<file path="config.mk">
export PLATFORM = sky130hd
export DESIGN_NAME = wsc_ctrl_flat
export DESIGN_NICKNAME = d
export VERILOG_FILES = /design/src/rtl/wsc_ctrl_pkg.sv /design/src/rtl/wsc_ctrl_if.sv /design/src/rtl/wsc_ctrl_wir_reg.sv /design/src/rtl/wsc_ctrl.sv /design/src/flat_wrapper.sv
export SDC_FILE = /design/constraint.sdc
export NUM_CORES = 1
export LEC_CHECK = 0
export ABC_AREA = 1
export CORE_MARGIN = 2
export CORE_UTILIZATION = 47
export CTS_CLUSTER_DIAMETER = 50
export CTS_CLUSTER_SIZE = 24
export DETAILED_ROUTE_END_ITERATION = 6
export GPL_ROUTABILITY_DRIVEN = 0
export PLACE_DENSITY = 0.82
export SLEW_MARGIN = 10
export SYNTH_ARGS = -nofsm -noshare
export SYNTH_HDL_FRONTEND = slang
export SYNTH_HIERARCHICAL = 1
export SYNTH_SLANG_ARGS = --single-unit
</file>
<file path="constraint.sdc">
create_clock -name clk -period 1.5 [get_ports clk]
set_input_delay 0.3 -clock clk [delete_from_list [all_inputs] [get_ports clk]]
set_output_delay 0.3 -clock clk [all_outputs]
set_load 0.01 [all_outputs]
</file>
<file path="src/rtl/wsc_ctrl_pkg.sv">
// Shared P1500 wrapper-control definitions: WIR geometry, instruction codes, WBR-select decode.
package wsc_pkg;

    localparam int WIR_W = 3;
    localparam logic [WIR_W-1:0] WIR_CAPT = 3'b001;

    localparam logic [WIR_W-1:0] WS_BYPASS  = 3'b000;
    localparam logic [WIR_W-1:0] WS_INTEST  = 3'b001;
    localparam logic [WIR_W-1:0] WS_EXTEST  = 3'b010;
    localparam logic [WIR_W-1:0] WS_PRELOAD = 3'b011;

    function automatic logic is_wbr_instr(input logic [WIR_W-1:0] code);
        return (code == WS_INTEST) || (code == WS_EXTEST) || (code == WS_PRELOAD);
    endfunction

endpackage

</file>
<file path="src/rtl/wsc_ctrl_if.sv">
// Serial-port strobes, WBR chain hookup and status of the wrapper control stage.
interface wsc_ctrl_if #(parameter int CNT_W = 8);
    import wsc_pkg::*;

    logic             wsi;
    logic             select_wir;
    logic             shift_wr;
    logic             capture_wr;
    logic             update_wr;
    logic             wbr_so;
    logic             wbr_si;
    logic             wbr_se;
    logic             wbr_he;
    logic             wso;
    logic [WIR_W-1:0] instr;
    logic [CNT_W-1:0] shift_cnt;

    modport master (
        output wsi, select_wir, shift_wr, capture_wr, update_wr, wbr_so,
        input  wbr_si, wbr_se, wbr_he, wso, instr, shift_cnt
    );

    modport slave (
        input  wsi, select_wir, shift_wr, capture_wr, update_wr, wbr_so,
        output wbr_si, wbr_se, wbr_he, wso, instr, shift_cnt
    );

endinterface

</file>
<file path="src/rtl/wsc_ctrl_wir_reg.sv">
// Wrapper Instruction Register: shift/capture stage plus update stage, shift > capture > update.
// One-cycle latency from strobe edge to register; no backpressure.
module wir_reg
    import wsc_pkg::*;
#(
    parameter logic [WIR_W-1:0] CAPT = WIR_CAPT
) (
    input  logic             clk,
    input  logic             rst,
    input  logic             wsi,
    input  logic             select_wir,
    input  logic             shift_wr,
    input  logic             capture_wr,
    input  logic             update_wr,
    output logic [WIR_W-1:0] wir_sh,
    output logic [WIR_W-1:0] wir_up
);

    always_ff @(posedge clk or posedge rst) begin
        if (rst) begin
            wir_sh <= '0;
            wir_up <= WS_BYPASS;
        end else if (select_wir) begin
            if (shift_wr) begin
                wir_sh <= {wsi, wir_sh[WIR_W-1:1]};
            end else if (capture_wr) begin
                wir_sh <= CAPT;
            end else if (update_wr) begin
                wir_up <= wir_sh;
            end
        end
    end

endmodule

</file>
<file path="src/rtl/wsc_ctrl.sv">
// P1500 wrapper serial control: WIR, WBY, WBR SE/HE decode and WSO mux; shift-cycle counter.
// Registers update on the strobe edge, WBR controls and WSO are combinational; no backpressure.
module wsc_ctrl
    import wsc_pkg::*;
#(
    parameter int CNT_W = 8
) (
    input  logic       clk,
    input  logic       rst,
    wsc_ctrl_if.slave  bus
);

    logic [WIR_W-1:0] wir_sh;
    logic [WIR_W-1:0] wir_up;
    logic             wbr_sel;
    logic             wby;
    logic [CNT_W-1:0] cnt;
    logic             dr_shift;
    logic             dr_capture;

    wir_reg #(.CAPT(WIR_CAPT)) u_wir (
        .clk        (clk),
        .rst        (rst),
        .wsi        (bus.wsi),
        .select_wir (bus.select_wir),
        .shift_wr   (bus.shift_wr),
        .capture_wr (bus.capture_wr),
        .update_wr  (bus.update_wr),
        .wir_sh     (wir_sh),
        .wir_up     (wir_up)
    );

    // Illegal codes collapse onto BYPASS, which is also the only non-WBR legal code.
    assign wbr_sel   = is_wbr_instr(wir_up);
    assign bus.instr = wbr_sel ? wir_up : WS_BYPASS;

    assign dr_shift   = !bus.select_wir && bus.shift_wr;
    assign dr_capture = !bus.select_wir && !bus.shift_wr && bus.capture_wr;

    always_ff @(posedge clk or posedge rst) begin
        if (rst) begin
            wby <= 1'b0;
            cnt <= '0;
        end else begin
            if (dr_shift) begin
                if (!wbr_sel) begin
                    wby <= bus.wsi;
                end
                if (cnt != '1) begin
                    cnt <= cnt + 1'b1;
                end
            end else if (dr_capture) begin
                if (!wbr_sel) begin
                    wby <= 1'b0;
                end
                cnt <= '0;
            end
        end
    end

    assign bus.shift_cnt = cnt;
    assign bus.wbr_si    = bus.wsi;
    assign bus.wbr_se    = dr_shift && wbr_sel;
    // Hold loop everywhere except functional pass-through and the WBR capture cycle.
    assign bus.wbr_he    = wbr_sel && !dr_capture;

    always_comb begin
        if (bus.select_wir) begin
            bus.wso = wir_sh[0];
        end else if (wbr_sel) begin
            bus.wso = bus.wbr_so;
        end else begin
            bus.wso = wby;
        end
    end

endmodule

</file>
<file path="src/flat_wrapper.sv">
// flat-port wrapper written by rule: the top's interface ports become plain ports
module wsc_ctrl_flat import wsc_pkg::*;
#(
    parameter int CNT_W = 8
)
  (clk, rst, bus_wsi, bus_select_wir, bus_shift_wr, bus_capture_wr, bus_update_wr, bus_wbr_so, bus_wbr_si, bus_wbr_se, bus_wbr_he, bus_wso, bus_instr, bus_shift_cnt);
  wsc_ctrl_if #(.CNT_W(CNT_W)) bus_i ();
  input  logic clk;
  input  logic rst;
  input wire logic [$bits(bus_i.wsi)-1:0] bus_wsi;
  input wire logic [$bits(bus_i.select_wir)-1:0] bus_select_wir;
  input wire logic [$bits(bus_i.shift_wr)-1:0] bus_shift_wr;
  input wire logic [$bits(bus_i.capture_wr)-1:0] bus_capture_wr;
  input wire logic [$bits(bus_i.update_wr)-1:0] bus_update_wr;
  input wire logic [$bits(bus_i.wbr_so)-1:0] bus_wbr_so;
  output wire logic [$bits(bus_i.wbr_si)-1:0] bus_wbr_si;
  output wire logic [$bits(bus_i.wbr_se)-1:0] bus_wbr_se;
  output wire logic [$bits(bus_i.wbr_he)-1:0] bus_wbr_he;
  output wire logic [$bits(bus_i.wso)-1:0] bus_wso;
  output wire logic [$bits(bus_i.instr)-1:0] bus_instr;
  output wire logic [$bits(bus_i.shift_cnt)-1:0] bus_shift_cnt;
  assign bus_i.wsi = bus_wsi;
  assign bus_i.select_wir = bus_select_wir;
  assign bus_i.shift_wr = bus_shift_wr;
  assign bus_i.capture_wr = bus_capture_wr;
  assign bus_i.update_wr = bus_update_wr;
  assign bus_i.wbr_so = bus_wbr_so;
  assign bus_wbr_si = bus_i.wbr_si;
  assign bus_wbr_se = bus_i.wbr_se;
  assign bus_wbr_he = bus_i.wbr_he;
  assign bus_wso = bus_i.wso;
  assign bus_instr = bus_i.instr;
  assign bus_shift_cnt = bus_i.shift_cnt;
  wsc_ctrl #(.CNT_W(CNT_W)) u_core (.clk(clk), .rst(rst), .bus(bus_i));
endmodule
</file>
==> impl_metrics.json, run 1 <==
{
  "drc": 0,
  "arrival_ps": 1340,
  "worstPathRequired_ps": 1200,
  "fin_crit_sh_pct": 109,
  "first_iter_violations": 27,
  "leakage_nw": 0.736,
  "routed_via_density": 5.05,
  "syn-cell-area_sq_um": 892,
  "fin_setup_tns_ps": -395,
  "crit_buf_inv": 1,
  "final_area_sq_mm": 0.00131,
  "path_clk_slew_ps": 100,
  "r2r-end": "u_core/bus.shift_cnt[2]",
  "synthTopCellsByArea": "dfrtp_1 42%, nand2_1 17%, nand3_1 7.3%",
  "finish.utilization_pct": 74.5,
  "htreeDepth": 1,
  "hp-class": "in -> async",
  "synth-seq-cells": 15,
  "postRouteAntennaNets": 0,
  "die_w_um": 47.6,
  "syn_inst": 123,
  "crit_type": "reg -> out",
  "drt-pass1-iter-count": 4,
  "r2r_cells": 9,
  "ys_types": 22,
  "die_h_um": 47.6,
  "routed-via-count": 980,
  "diodes": 0,
  "grt_max_degree": 10,
  "min_period_ps": 1640,
  "insertion_delay_ps": 300,
  "cts_buffer_depth": 2,
  "clkSinkCount": 15,
  "dpl-instance-area_sq_mm": 0.00123,
  "synth_top_area_share_pct": 42.1,
  "cap_violations": 0,
  "cts_tree": "done",
  "die_area_sq_mm": 0.00226,
  "wl_um": 2440,
  "final_common_cell": "nand2_1",
  "synth_area_per_cell_sq_um": 7.25,
  "ir_drop_mv": 0.585,
  "worstPathCellList": "o21bai_4, nand2_1, a31oi_1, buf_2",
  "yosysTopAreaCell": "dfrtp_1",
  "cts_root_buf": "clkbuf_4",
  "max_stage_delay_ps": 420,
  "finalHoldViolations": 0,
  "ys_seq_area_share_pct": 42.1,
  "dpl.hpwl_um": 1690,
  "cp_max_fo": 4,
  "r2r_start": "u_core/bus.shift_cnt[1]",
  "numCtsBuffers": 3,
  "syn-num-nets": 132,
  "core_sq_mm": 0.00176,
  "grt_pass1_wl_um": 3800,
  "post_drt_wl_per_cell_um": 12.6,
  "finalSetupViolations": 5,
  "layout-drive-gt1-share_pct": 30.2,
  "ys.warnings.count": 6,
  "status": "complete, but fails checks",
  "grt_antenna_before_repair": 0,
  "rows": 15,
  "drv_slew": 0,
  "start_util_pct": 50.6,
  "port_buffers": 21,
  "endpoint_kind": "output port",
  "layout_common_cells": "40 x nand2_1, 23 x buf_4, 14 x dfrtp_1, 13 x inv_1, 13 x nand3_1",
  "fin_nets": 179,
  "design_power_total_mw": 1.06,
  "grt_pass1_vias": 942,
  "fmax_mhz": 609,
  "nFillCells": 159,
  "grt.overflow.total": 0,
  "skew_ps": 6.25,
  "grt_usage_pct": 24.8,
  "rrSetupSlack_ps": 30,
  "fin_ws_ps": -141,
  "area_growth_pct": 47.3,
  "cp_top_family": "flip-flops",
  "start_kind": "register",
  "io-pin-count": 23,
  "cp_slowest_cell": "dfrtp_1",
  "rsz0062_at_grt": "true",
  "violations": "negative setup slack",
  "powerDensity_mw_per_mm2": 803
}
## worst max-delay path by stage
stage / from / end / slack [ps] / cells after the start
floorplan: u_core/u_wir/wir_up[1] / bus_wso / 150 / 3
global placement: bus_select_wir / bus_wso / -460 / 4
detailed placement: bus_select_wir / bus_wso / -540 / 4
CTS: u_core/u_wir/wir_up[0] / bus_wso / -140 / 4
global route: u_core/u_wir/wir_up[2] / bus_wbr_he / -180 / 4
finish: u_core/u_wir/wir_up[0] / bus_wso / -140 / 4
## per-stage QoR
| step | instances | hold WS, ps | setup WS [ps] |
|---|---|---|---|
| 6_report | 194 | 238 | -141 |
| 4_1_cts | 192 | 244 | -137 |
| 3_3_place_gp | 182 | 464 | -464 |
| 2_1_floorplan | 123 | 91.0 | 147 |
| 3_5_place_dp | 182 | 466 | -542 |
| 5_1_grt | 194 | 253 | -182 |
## cells in the mapped netlist
library cell  count
nor2_1            9
nand3b_1          1
nor2_4            2
inv_2             3
nand2_2           2
conb_1            1
ha_1              1
inv_1            15
o31ai_1           1
nand2_1          40
o21ai_1           1
buf_6             1
o21ai_0           5
o21ai_2           2
o21bai_1          2
dfrtp_1          15
nor2_2            3
buf_4             2
a31oi_1           2
xnor2_1           1
nand3_1          13
a21oi_1           1
## cells by family after synthesis
group           count (synthesis)  share of synthesized area, %
flops                          15                          42.1
compound gates                 14                          9.82
other cells                     1                         0.420
xor+xnor                        1                         0.982
fa+ha+maj                       1                          1.40
buf+inv                        21                          10.5
simple gates                   70                          34.8
## report_power, final
| group | total (mW) | switching [mW] | internal (mW) |
|---|---|---|---|
| clock | 0.248 | 0.149 | 0.0994 |
| sequential | 0.471 | 0.0291 | 0.442 |
| combinational | 0.336 | 0.167 | 0.169 |
| total | 1.06 | 0.345 | 0.710 |
## final cells by class
type	instances	area, sq um	share of cell area (%)
sequential	15	377	28.7
clock buffer	3	22.5	1.71
tap	25	31.3	2.38
timing repair buffer	45	367	27.9
clock inverter	1	5.00	0.381
inverter	18	67.6	5.14
multi-input combinational	87	444	33.8
## state kept, by name, summed over array words and instances (netlist names)
register / cells
u_core/u_wir/wir_up: 3
u_core/u_wir/wir_sh: 3
u_core/wby: 1
u_core/bus.shift_cnt: 8
## metal layers
metal,up-vias,track usage [%],routed length (um)
met5,-,0,0
met4,0,16.2,88
met3,13,4.15,109
met2,47,41.4,1220
met1,444,29.2,1030
li1,476,-,-
## what timing repair did
| action | in CTS | in global routing |
|---|---|---|
| gates resized for setup | 33 | 9 |
| hold buffers | 0 | 0 |
| setup endpoints to repair | 14 | 14 |
| pin swaps | 1 | 1 |
| buffers inserted | 6 | 2 |
No activity file was read; power rests on OpenSTA's default activity.
==> inputs of run 2 (changes only) <==
--- a/config.mk
+++ b/config.mk
@@ -12,6 +12,7 @@
 export CTS_CLUSTER_SIZE = 24
 export DETAILED_ROUTE_END_ITERATION = 6
 export GPL_ROUTABILITY_DRIVEN = 0
+export GPL_TIMING_DRIVEN = 0
 export PLACE_DENSITY = 0.82
 export SLEW_MARGIN = 10
 export SYNTH_ARGS = -nofsm -noshare
==> impl_metrics.json, run 2 (synthesis gave the netlist of run 1 again) <==
{
  "finalSetupViolations": 4,
  "die_w_um": 47.6,
  "arrival_ps": 1290,
  "grt.overflow.total": 0,
  "insertion_delay_ps": 290,
  "fin_setup_tns_ps": -134,
  "postRouteAntennaNets": 0,
  "r2r-end": "u_core/bus.shift_cnt[7]",
  "rows": 15,
  "worstPathRequired_ps": 1200,
  "port_buffers": 21,
  "rsz0062_at_grt": "true",
  "clkSinkCount": 15,
  "numCtsBuffers": 3,
  "die_area_sq_mm": 0.00226,
  "worst_hold_slack_ps": 262,
  "cp-startpoint": "u_core/u_wir/wir_up[2]",
  "io-pin-count": 23,
  "worstPathCellList": "o21bai_4, inv_1, nand2_1, a31oi_1, buf_2",
  "nFillCells": 159,
  "fin_ws_ps": -86.3,
  "ir_drop_mv": 0.483,
  "place_inst": 169,
  "final_common_cell": "nand2_1",
  "fin_crit_sh_pct": 106,
  "grt_max_degree": 11,
  "status": "complete, but fails checks",
  "post_drt_wl_per_cell_um": 11.7,
  "skew_ps": 0.683,
  "start_kind": "register",
  "violations": "negative setup slack",
  "drc": 0,
  "crit_type": "reg -> out",
  "hp-class": "in -> async",
  "cp_max_fo": 5,
  "start_util_pct": 50.6,
  "cap_violations": 0,
  "diodes": 0,
  "cts_buffer_depth": 2,
  "multiInputGateArea_sq_um": 449,
  "layout_common_cells": "40 x nand2_1, 16 x buf_4, 15 x inv_1, 13 x nand3_1, 13 x dfrtp_1",
  "grt_usage_pct": 21.2,
  "drv_slew": 0,
  "dpl-instance-area_sq_mm": 0.00113,
  "cp_slowest_cell": "dfrtp_1",
  "core_sq_mm": 0.00176,
  "max_stage_delay_ps": 390,
  "grt_pass1_vias": 827,
  "grt_pass1_wl_um": 3350,
  "routed-via-count": 945,
  "wl_um": 2180,
  "min_period_ps": 1590,
  "routed_via_density": 5.05,
  "cts_tree": "done",
  "fmax_mhz": 630,
  "r2r_start": "u_core/bus.shift_cnt[0]",
  "drt-pass1-iter-count": 4,
  "fin_nets": 172,
  "largest_reg_flops": 8,
  "first_iter_violations": 16,
  "finalHoldViolations": 0,
  "path_clk_slew_ps": 100,
  "leakage_nw": 0.711,
  "dpl.hpwl_um": 1470,
  "final_area_sq_mm": 0.00126,
  "die_h_um": 47.6,
  "endpoint_kind": "output port",
  "layout-drive-gt1-share_pct": 27.2,
  "powerDensity_mw_per_mm2": 806,
  "htreeDepth": 1,
  "ctsHoldBuffers": 0,
  "stdcell_count": 187,
  "cts_root_buf": "clkbuf_4",
  "design_power_total_mw": 1.02,
  "area_growth_pct": 41.7,
  "grt_antenna_before_repair": 0,
  "regArea_sq_um": 378,
  "r2r_cells": 9,
  "rrSetupSlack_ps": 60
}
==> run 2: cell types whose count changed in the layout (fill, tap and decap cells not counted), sizes merged <==
cell / previous run / this run
buf: 29 / 22
dlygate4sd2: 8 / 7
clkbuf: 3 / 4
==> run 2: worst max path at each step <==
stage                 endpoint  cells after the start
finish                 bus_wso                      5
floorplan              bus_wso                      3
detailed placement  bus_wbr_se                      6
global placement    bus_wbr_se                      6
global route           bus_wso                      5
CTS                    bus_wso                      4
==> run 2: metrics by stage <==
stage	setup slack, ps	util (%)
3_5_place_dp	-779	64.3
5_1_grt	-137	71.6
2_1_floorplan	147	-
3_3_place_gp	-805	64.3
4_1_cts	-85.3	69.9
6_report	-86.3	71.6
==> run 2: timing repair <==
| item | 4_1_cts | 5_1_grt |
|---|---|---|
| gates cloned | 0 | 1 |
| pin swaps | 2 | 5 |
| setup buffers | 12 | 1 |
| setup endpoints to repair | 21 | 16 |
| resized for setup | 33 | 9 |
==> run 2: layout make-up <==
cell class	count	area share, %
multi-input cells	87	35.5
flip-flops and latches	15	29.9
repair buffers	35	22.5
inverters	18	5.35
well taps	25	2.48
plain buffers	3	2.08
clock buffers	3	1.78
clock inverters	1	0.396
==> run 2: critical path: cells and delay by family, from the launching register on <==
family	cells	cell delay, ps
AO/OA/AOI/OAI	2	330
buffers and inverters	2	230
flip-flops	1	390
AND/OR/NAND/NOR	1	50
==> run 2: power breakdown <==
part,total (mW),internal (mW),switching (mW),leakage (nW)
clock,0.246,0.0991,0.147,0.0177
sequential,0.471,0.442,0.0291,0.198
combinational,0.302,0.146,0.156,0.496
==> run 2: routing by layer <==
| layer | part of all wire (%) | up-vias | routed length, um | global-route usage (%) |
|---|---|---|---|---|
| met5 | 0 | - | 0 | 0 |
| met1 | 42 | 439 | 918 | 26.9 |
| li1 | - | 462 | - | - |
| met2 | 49 | 38 | 1080 | 34.1 |
| met4 | 1.9 | 0 | 42 | 11.9 |
| met3 | 6.5 | 6 | 141 | 3.77 |
